[src/rtl/instr_types_pkg.sv]
// Shared rename-stage types: architectural/physical register tags plus the
// map-history index, pointer and entry types used by map_history_buffer.
package instr_types_pkg;

   localparam int MAP_HIST_DEPTH = 16;

   typedef logic [4:0] arch_reg_tag_t;
   typedef logic [5:0] phys_reg_tag_t;

   typedef logic [$clog2(MAP_HIST_DEPTH)-1:0] hist_index_t;
   // One extra MSB so head == tail means empty and a pure MSB difference means full.
   typedef logic [$clog2(MAP_HIST_DEPTH):0]   hist_ptr_t;

   typedef struct packed {
      arch_reg_tag_t arch_reg_tag;
      phys_reg_tag_t old_phys_reg_tag;
      phys_reg_tag_t new_phys_reg_tag;
   } hist_entry_t;

   typedef enum logic {
      HIST_IDLE = 1'b0,
      HIST_WALK = 1'b1
   } hist_state_t;

   function automatic hist_index_t ptr_index(input hist_ptr_t ptr);
      return ptr[$bits(hist_index_t)-1:0];
   endfunction

endpackage

[src/rtl/map_history_buffer_if.sv]
// Record / commit / rollback / undo-stream bundle of map_history_buffer.
// The slave modport is the buffer side; the master modport is rename/ROB control.
interface map_history_buffer_if;
   import instr_types_pkg::*;

   logic          record_valid;
   logic          record_ready;
   arch_reg_tag_t record_arch_reg_tag;
   phys_reg_tag_t record_old_phys_reg_tag;
   phys_reg_tag_t record_new_phys_reg_tag;
   hist_index_t   record_index;

   logic          commit_valid;
   logic          commit_free_valid;
   phys_reg_tag_t commit_free_phys_reg_tag;

   logic          rollback_valid;
   hist_index_t   rollback_index;

   logic          kill_map_valid;
   arch_reg_tag_t kill_map_dest_arch_reg_tag;
   phys_reg_tag_t kill_map_old_dest_phys_reg_tag;
   phys_reg_tag_t kill_map_new_dest_phys_reg_tag;

   logic          busy;
   logic          empty;
   logic          full;

   modport slave (
      input  record_valid, record_arch_reg_tag, record_old_phys_reg_tag,
             record_new_phys_reg_tag, commit_valid, rollback_valid, rollback_index,
      output record_ready, record_index, commit_free_valid, commit_free_phys_reg_tag,
             kill_map_valid, kill_map_dest_arch_reg_tag, kill_map_old_dest_phys_reg_tag,
             kill_map_new_dest_phys_reg_tag, busy, empty, full
   );

   modport master (
      output record_valid, record_arch_reg_tag, record_old_phys_reg_tag,
             record_new_phys_reg_tag, commit_valid, rollback_valid, rollback_index,
      input  record_ready, record_index, commit_free_valid, commit_free_phys_reg_tag,
             kill_map_valid, kill_map_dest_arch_reg_tag, kill_map_old_dest_phys_reg_tag,
             kill_map_new_dest_phys_reg_tag, busy, empty, full
   );

endinterface

[src/rtl/map_history_buffer.sv]
// Rename map history: circular log of replaced mappings, retired from the head
// and unwound youngest-first on rollback. Define MAP_HISTORY_CHECK_EN for protocol checks.
module map_history_buffer
   import instr_types_pkg::*;
#(
   parameter int DEPTH = MAP_HIST_DEPTH
) (
   input  logic                 CLK,
   input  logic                 RST,
   map_history_buffer_if.slave  hist
);

   hist_entry_t mem_r [DEPTH];
   hist_ptr_t   head_r;
   hist_ptr_t   tail_r;
   hist_state_t state_r;
   hist_state_t state_next_s;
   hist_index_t rb_index_r;

   hist_index_t head_idx_s;
   hist_index_t tail_idx_s;
   hist_index_t last_idx_s;
   hist_index_t rb_dist_s;
   hist_ptr_t   count_s;
   logic        empty_s;
   logic        full_s;
   logic        in_range_s;
   logic        record_ready_s;
   logic        record_fire_s;
   logic        commit_fire_s;
   logic        rb_accept_s;
   logic        kill_valid_s;
   hist_entry_t kill_entry_s;
   hist_entry_t record_entry_s;

   assign head_idx_s = ptr_index(head_r);
   assign tail_idx_s = ptr_index(tail_r);
   assign last_idx_s = tail_idx_s - hist_index_t'(1);
   assign count_s    = tail_r - head_r;
   assign empty_s    = (head_r == tail_r);
   assign full_s     = (head_idx_s == tail_idx_s) && (head_r[$bits(hist_index_t)] != tail_r[$bits(hist_index_t)]);

   // Distance from head, modulo DEPTH, lets one compare cover the wrapped window.
   assign rb_dist_s  = hist.rollback_index - head_idx_s;
   assign in_range_s = ({1'b0, rb_dist_s} < count_s);

   assign record_ready_s = ~full_s & (state_r == HIST_IDLE) & ~hist.rollback_valid;
   assign record_fire_s  = hist.record_valid & record_ready_s;
   assign commit_fire_s  = hist.commit_valid & ~empty_s;

   assign record_entry_s = '{arch_reg_tag:     hist.record_arch_reg_tag,
                             old_phys_reg_tag: hist.record_old_phys_reg_tag,
                             new_phys_reg_tag: hist.record_new_phys_reg_tag};

   // Next-state and undo-stream generation.
   always_comb begin
      state_next_s = state_r;
      rb_accept_s  = 1'b0;
      kill_valid_s = 1'b0;
      kill_entry_s = '0;
      case (state_r)
         HIST_IDLE: begin
            if (hist.rollback_valid && in_range_s) begin
               rb_accept_s  = 1'b1;
               state_next_s = HIST_WALK;
            end else begin
               state_next_s = HIST_IDLE;
            end
         end
         HIST_WALK: begin
            kill_valid_s = 1'b1;
            kill_entry_s = mem_r[last_idx_s];
            if (last_idx_s == rb_index_r) begin
               state_next_s = HIST_IDLE;
            end else begin
               state_next_s = HIST_WALK;
            end
         end
         default: begin
            state_next_s = HIST_IDLE;
         end
      endcase
   end

   // State, pointers and latched rollback target.
   always_ff @(posedge CLK) begin
      if (RST) begin
         head_r     <= '0;
         tail_r     <= '0;
         state_r    <= HIST_IDLE;
         rb_index_r <= '0;
      end else begin
         state_r <= state_next_s;
         if (commit_fire_s) begin
            head_r <= head_r + hist_ptr_t'(1);
         end
         if (record_fire_s) begin
            tail_r <= tail_r + hist_ptr_t'(1);
         end else if (state_r == HIST_WALK) begin
            tail_r <= tail_r - hist_ptr_t'(1);
         end
         if (rb_accept_s) begin
            rb_index_r <= hist.rollback_index;
         end
      end
   end

   // Entry storage; contents survive reset.
   always_ff @(posedge CLK) begin
      if (record_fire_s) begin
         mem_r[tail_idx_s] <= record_entry_s;
      end
   end

   assign hist.record_ready                   = record_ready_s;
   assign hist.record_index                   = tail_idx_s;
   assign hist.commit_free_valid              = commit_fire_s;
   assign hist.commit_free_phys_reg_tag       = mem_r[head_idx_s].old_phys_reg_tag;
   assign hist.kill_map_valid                 = kill_valid_s;
   assign hist.kill_map_dest_arch_reg_tag     = kill_entry_s.arch_reg_tag;
   assign hist.kill_map_old_dest_phys_reg_tag = kill_entry_s.old_phys_reg_tag;
   assign hist.kill_map_new_dest_phys_reg_tag = kill_entry_s.new_phys_reg_tag;
   assign hist.busy                           = (state_r == HIST_WALK);
   assign hist.empty                          = empty_s;
   assign hist.full                           = full_s;

`ifdef MAP_HISTORY_CHECK_EN
   // Caller protocol violations; a rollback to the tail index is legal and kills nothing.
   always_ff @(posedge CLK) begin
      if (!RST) begin
         if (hist.record_valid && full_s) begin
            $display("ERROR: map_history_buffer.sv: record while full");
         end
         if (hist.rollback_valid && (state_r == HIST_IDLE) && !in_range_s
             && (hist.rollback_index != tail_idx_s)) begin
            $display("ERROR: map_history_buffer.sv: rollback_index %0d outside [head, tail)",
                     hist.rollback_index);
         end
         if (hist.rollback_valid && (state_r == HIST_WALK)) begin
            $display("ERROR: map_history_buffer.sv: rollback during WALK");
         end
         if (hist.commit_valid && empty_s) begin
            $display("ERROR: map_history_buffer.sv: commit while empty");
         end
      end
   end
`else
`endif

endmodule

[src/flat_wrapper.sv]
// flat-port wrapper written by rule: the top's interface ports become plain ports
module map_history_buffer_flat import instr_types_pkg::*;
#(
   parameter int DEPTH = MAP_HIST_DEPTH
)
  (CLK, RST, hist_record_valid, hist_record_arch_reg_tag, hist_record_old_phys_reg_tag, hist_record_new_phys_reg_tag, hist_commit_valid, hist_rollback_valid, hist_rollback_index, hist_record_ready, hist_record_index, hist_commit_free_valid, hist_commit_free_phys_reg_tag, hist_kill_map_valid, hist_kill_map_dest_arch_reg_tag, hist_kill_map_old_dest_phys_reg_tag, hist_kill_map_new_dest_phys_reg_tag, hist_busy, hist_empty, hist_full);
  map_history_buffer_if hist_i ();
  input  logic CLK;
  input  logic RST;
  input wire logic [$bits(hist_i.record_valid)-1:0] hist_record_valid;
  input wire logic [$bits(hist_i.record_arch_reg_tag)-1:0] hist_record_arch_reg_tag;
  input wire logic [$bits(hist_i.record_old_phys_reg_tag)-1:0] hist_record_old_phys_reg_tag;
  input wire logic [$bits(hist_i.record_new_phys_reg_tag)-1:0] hist_record_new_phys_reg_tag;
  input wire logic [$bits(hist_i.commit_valid)-1:0] hist_commit_valid;
  input wire logic [$bits(hist_i.rollback_valid)-1:0] hist_rollback_valid;
  input wire logic [$bits(hist_i.rollback_index)-1:0] hist_rollback_index;
  output wire logic [$bits(hist_i.record_ready)-1:0] hist_record_ready;
  output wire logic [$bits(hist_i.record_index)-1:0] hist_record_index;
  output wire logic [$bits(hist_i.commit_free_valid)-1:0] hist_commit_free_valid;
  output wire logic [$bits(hist_i.commit_free_phys_reg_tag)-1:0] hist_commit_free_phys_reg_tag;
  output wire logic [$bits(hist_i.kill_map_valid)-1:0] hist_kill_map_valid;
  output wire logic [$bits(hist_i.kill_map_dest_arch_reg_tag)-1:0] hist_kill_map_dest_arch_reg_tag;
  output wire logic [$bits(hist_i.kill_map_old_dest_phys_reg_tag)-1:0] hist_kill_map_old_dest_phys_reg_tag;
  output wire logic [$bits(hist_i.kill_map_new_dest_phys_reg_tag)-1:0] hist_kill_map_new_dest_phys_reg_tag;
  output wire logic [$bits(hist_i.busy)-1:0] hist_busy;
  output wire logic [$bits(hist_i.empty)-1:0] hist_empty;
  output wire logic [$bits(hist_i.full)-1:0] hist_full;
  assign hist_i.record_valid = hist_record_valid;
  assign hist_i.record_arch_reg_tag = hist_record_arch_reg_tag;
  assign hist_i.record_old_phys_reg_tag = hist_record_old_phys_reg_tag;
  assign hist_i.record_new_phys_reg_tag = hist_record_new_phys_reg_tag;
  assign hist_i.commit_valid = hist_commit_valid;
  assign hist_i.rollback_valid = hist_rollback_valid;
  assign hist_i.rollback_index = hist_rollback_index;
  assign hist_record_ready = hist_i.record_ready;
  assign hist_record_index = hist_i.record_index;
  assign hist_commit_free_valid = hist_i.commit_free_valid;
  assign hist_commit_free_phys_reg_tag = hist_i.commit_free_phys_reg_tag;
  assign hist_kill_map_valid = hist_i.kill_map_valid;
  assign hist_kill_map_dest_arch_reg_tag = hist_i.kill_map_dest_arch_reg_tag;
  assign hist_kill_map_old_dest_phys_reg_tag = hist_i.kill_map_old_dest_phys_reg_tag;
  assign hist_kill_map_new_dest_phys_reg_tag = hist_i.kill_map_new_dest_phys_reg_tag;
  assign hist_busy = hist_i.busy;
  assign hist_empty = hist_i.empty;
  assign hist_full = hist_i.full;
  map_history_buffer #(.DEPTH(DEPTH)) u_core (.CLK(CLK), .RST(RST), .hist(hist_i));
endmodule
[config.mk]
export PLATFORM = sky130hd
export DESIGN_NAME = map_history_buffer_flat
export DESIGN_NICKNAME = d
export VERILOG_FILES = /design/src/rtl/instr_types_pkg.sv /design/src/rtl/map_history_buffer_if.sv /design/src/rtl/map_history_buffer.sv /design/src/flat_wrapper.sv
export SDC_FILE = /design/constraint.sdc
export NUM_CORES = 1
export LEC_CHECK = 0
export CORE_MARGIN = 8
export CORE_UTILIZATION = 60
export CTS_CLUSTER_DIAMETER = 60
export CTS_CLUSTER_SIZE = 28
export DETAILED_ROUTE_END_ITERATION = 16
export GPL_TIMING_DRIVEN = 1
export HOLD_SLACK_MARGIN = 0.1
export PLACE_DENSITY = 0.86
export SLEW_MARGIN = 20
export SYNTH_ARGS = -nofsm -noshare
export SYNTH_HDL_FRONTEND = slang
export SYNTH_SLANG_ARGS = --single-unit
[constraint.sdc]
create_clock -name CLK -period 4.9 [get_ports CLK]
set_input_delay 0.49 -clock CLK [delete_from_list [all_inputs] [get_ports CLK]]
set_output_delay 0.49 -clock CLK [all_outputs]
set_load 0.05 [all_outputs]
==> impl_metrics.json <==
{
  "status": "finished, final reports clean",
  "finalSetupViolCount": 0,
  "r2r-start": "u_core.tail_r[2]",
  "syn_area_sq_um": 12600,
  "clockBufferDepth": 3,
  "worst_setup_path_end_kind": "output port",
  "cp.arrival_ps": 4010,
  "fillerInstances": 1232,
  "place_congestion": 0.813,
  "finClkSkew_ps": 23.8,
  "io_buffers": 58,
  "layout_commonest_cell": "edfxtp_1",
  "p_per_area_nw_per_um2": 589,
  "tightest_slew_ps": 1010,
  "grt_pass1_vias": 6813,
  "dpl_cell_area_sq_um": 13500,
  "syn_area_per_cell_sq_um": 20.2,
  "synth_fp_nets": 670,
  "cp_max_fo": 25,
  "route.detailed.drc": 0,
  "h-tree-depth": 1,
  "rsz0062_at_grt": "no",
  "clkTransAtPathRegs_ps": 100,
  "critPathLaunchType": "register",
  "clock_latency_ps": 500,
  "dr.pass1.iters": 5,
  "power_mw": 8.32,
  "cts_made_buffers": 17,
  "final_cell_mix": "272 x edfxtp_1, 81 x mux4_2, 58 x clkdlybuf4s50_1, 42 x mux2i_1, 24 x buf_4",
  "post_cts_buffers": 0,
  "n_antenna_cell": 0,
  "max_stage_delay_ps": 740,
  "min_from": "u_core.rb_index_r[2]",
  "report.final.slew_viol_count": 0,
  "dp_hpwl_um": 16000,
  "clock_sinks": 291,
  "yosys.area.top_type": "edfxtp_1",
  "ys_seq_elements": 291,
  "cp.required_ps": 4410,
  "cts_tree": "yes",
  "start_util_pct": 60.5,
  "grt_first_pass_wirelength_um": 40800,
  "drive_gt1_share_pct": 23.0,
  "wl_um": 26800,
  "fmax_mhz": 222,
  "synth_top_cells_by_area": "edfxtp_1 65%, mux4_2 15%, mux4_1 3.6%",
  "row_count": 53,
  "die_area_sq_um": 25800,
  "grt_max_degree": 46,
  "die_y_um": 161,
  "synthArstFlopShare_pct": 0,
  "r2r-end": "u_core.tail_r[4]",
  "hold_viol": 0,
  "gr-usage-all-layers_pct": 20.9,
  "path_cells": "inv_1 > ha_2 > buf_4 > mux4_2 > mux2i_1 > o22ai_1 > clkdlybuf4s50_1",
  "ys_seq_area_share_pct": 68.1,
  "cts_resized": 0,
  "hold_buffers": 0,
  "hold_path.class": "register to register",
  "setup_total_negative_slack_ps": 0,
  "hold_path_depth": 2,
  "timing.final.crit_share_pct": 91.9,
  "viasPerCell": 6.53,
  "reg2reg_depth": 10,
  "synth.distinct_cells": 34,
  "die_w_um": 161,
  "leakage_nw": 4.56,
  "ff2ff_setup_slack_ps": 1240,
  "num_vias": 6338,
  "drtAntennaViolNets": 0,
  "crit_type": "register to output port",
  "crit_path_end": "hist_kill_map_dest_arch_reg_tag[0]",
  "avgRoutedWirePerCell_um": 27.6,
  "clockRootBuffer": "clkbuf_16",
  "grt-ovfl-total": 0,
  "synth_ff_type": "edfxtp_1",
  "final_area_sq_um": 14100,
  "antenna_found_initial": 0,
  "synth_top_area_share_pct": 65.0,
  "syn_inst": 622,
  "relSlewSlack_pct": 32.3,
  "crit_start": "u_core.tail_r[1]",
  "ioPinCount": 59,
  "drt_iter0_markers": 570,
  "synth-warning-count": 0,
  "cpMaxStageDelayCell": "ha_2",
  "area.growth.synth_to_final_pct": 12.4,
  "synth_edf_count": 272,
  "nets": 734,
  "fp.coreArea_sq_um": 20800,
  "fin_crit_ps": 4500,
  "irDropWorstVdd_mv": 0.408,
  "maxCapViolCount": 0
}
[layer usage]
| layer | share of wire [%] | track usage [%] | up-vias |
|---|---|---|---|
| met5 | 0 | 0 | - |
| met4 | 3.2 | 8.03 | 0 |
| met3 | 6.6 | 3.25 | 64 |
| met2 | 53 | 36.3 | 291 |
| met1 | 37 | 26.0 | 3283 |
| li1 | - | - | 2700 |
[registers in the layout, summed over array words and instances, names as in the netlist, named ones only]
signal             count
u_core.head_r          5
u_core.hist.busy       1
u_core.mem_r         272
u_core.rb_index_r      4
u_core.tail_r          5
[worst min path at each step]
stage,endpoint,slack [ps]
6_report,u_core.rb_index_r[2],500
2_1_floorplan,u_core.rb_index_r[2],460
4_1_cts,u_core.rb_index_r[2],500
3_5_place_dp,u_core.rb_index_r[2],480
5_1_grt,u_core.rb_index_r[3],540
3_3_place_gp,u_core.rb_index_r[2],480
[synth_stat cells, drive strengths merged (11+ instances only)]
library cell    n
buf            26
clkbuf         13
dfxtp          19
edfxtp        272
ha             19
inv            11
mux2i          42
mux4           98
nand2b         13
nor2           28
o22ai          17
xnor2          13
[logic make-up (layout without fill, tap and decap cells)]
kind of cell / Yosys count / in the layout / synth area share [%]
muxes: 140 / 140 / 21.4
buffers and inverters: 50 / 124 / 2.21
AOI/OAI and AO/OA: 38 / 38 / 2.11
and+or+nand+nor: 60 / 60 / 2.22
xor gates and xnor gates: 21 / 21 / 1.58
adders and majority gates: 22 / 22 / 2.37
DFF: 291 / 291 / 68.1
[where the power goes]
part	leakage [nW]	internal, mW	total [mW]	switching (mW)
logic	1.67	1.63	3.74	2.11
registers	2.61	2.85	2.99	0.143
clock network	0.283	0.747	1.59	0.841
[critical path, delay by kind of cell (launching register included)]
kind,cells,cell delay (ps)
AO/OA/AOI/OAI,1,130
buffers and inverters,3,1380
flip-flops,1,610
adder cells (fa/ha/maj),1,740
multiplexers,2,610
[final cells by class]
cell class	instances	area (sq um)	share of cell area [%]
tap	275	344	2.44
timing repair buffer	84	801	5.67
clock buffer	18	429	3.04
sequential	291	8550	60.6
clock inverter	11	153	1.08
inverter	11	41.3	0.292
multi-input combinational	281	3800	26.9
[per-stage QoR]
step           cells  util, %  worst slack (ps)  hold slack [ps]
4_1_cts          971     68.0               398              498
3_3_place_gp     942     65.2              1010              481
6_report         971     68.0               396              495
2_1_floorplan    622        -              1120              461
5_1_grt          971     68.0               223              543
3_5_place_dp     942     65.2               944              481
Note: power is estimated with default switching activity, not from simulation.
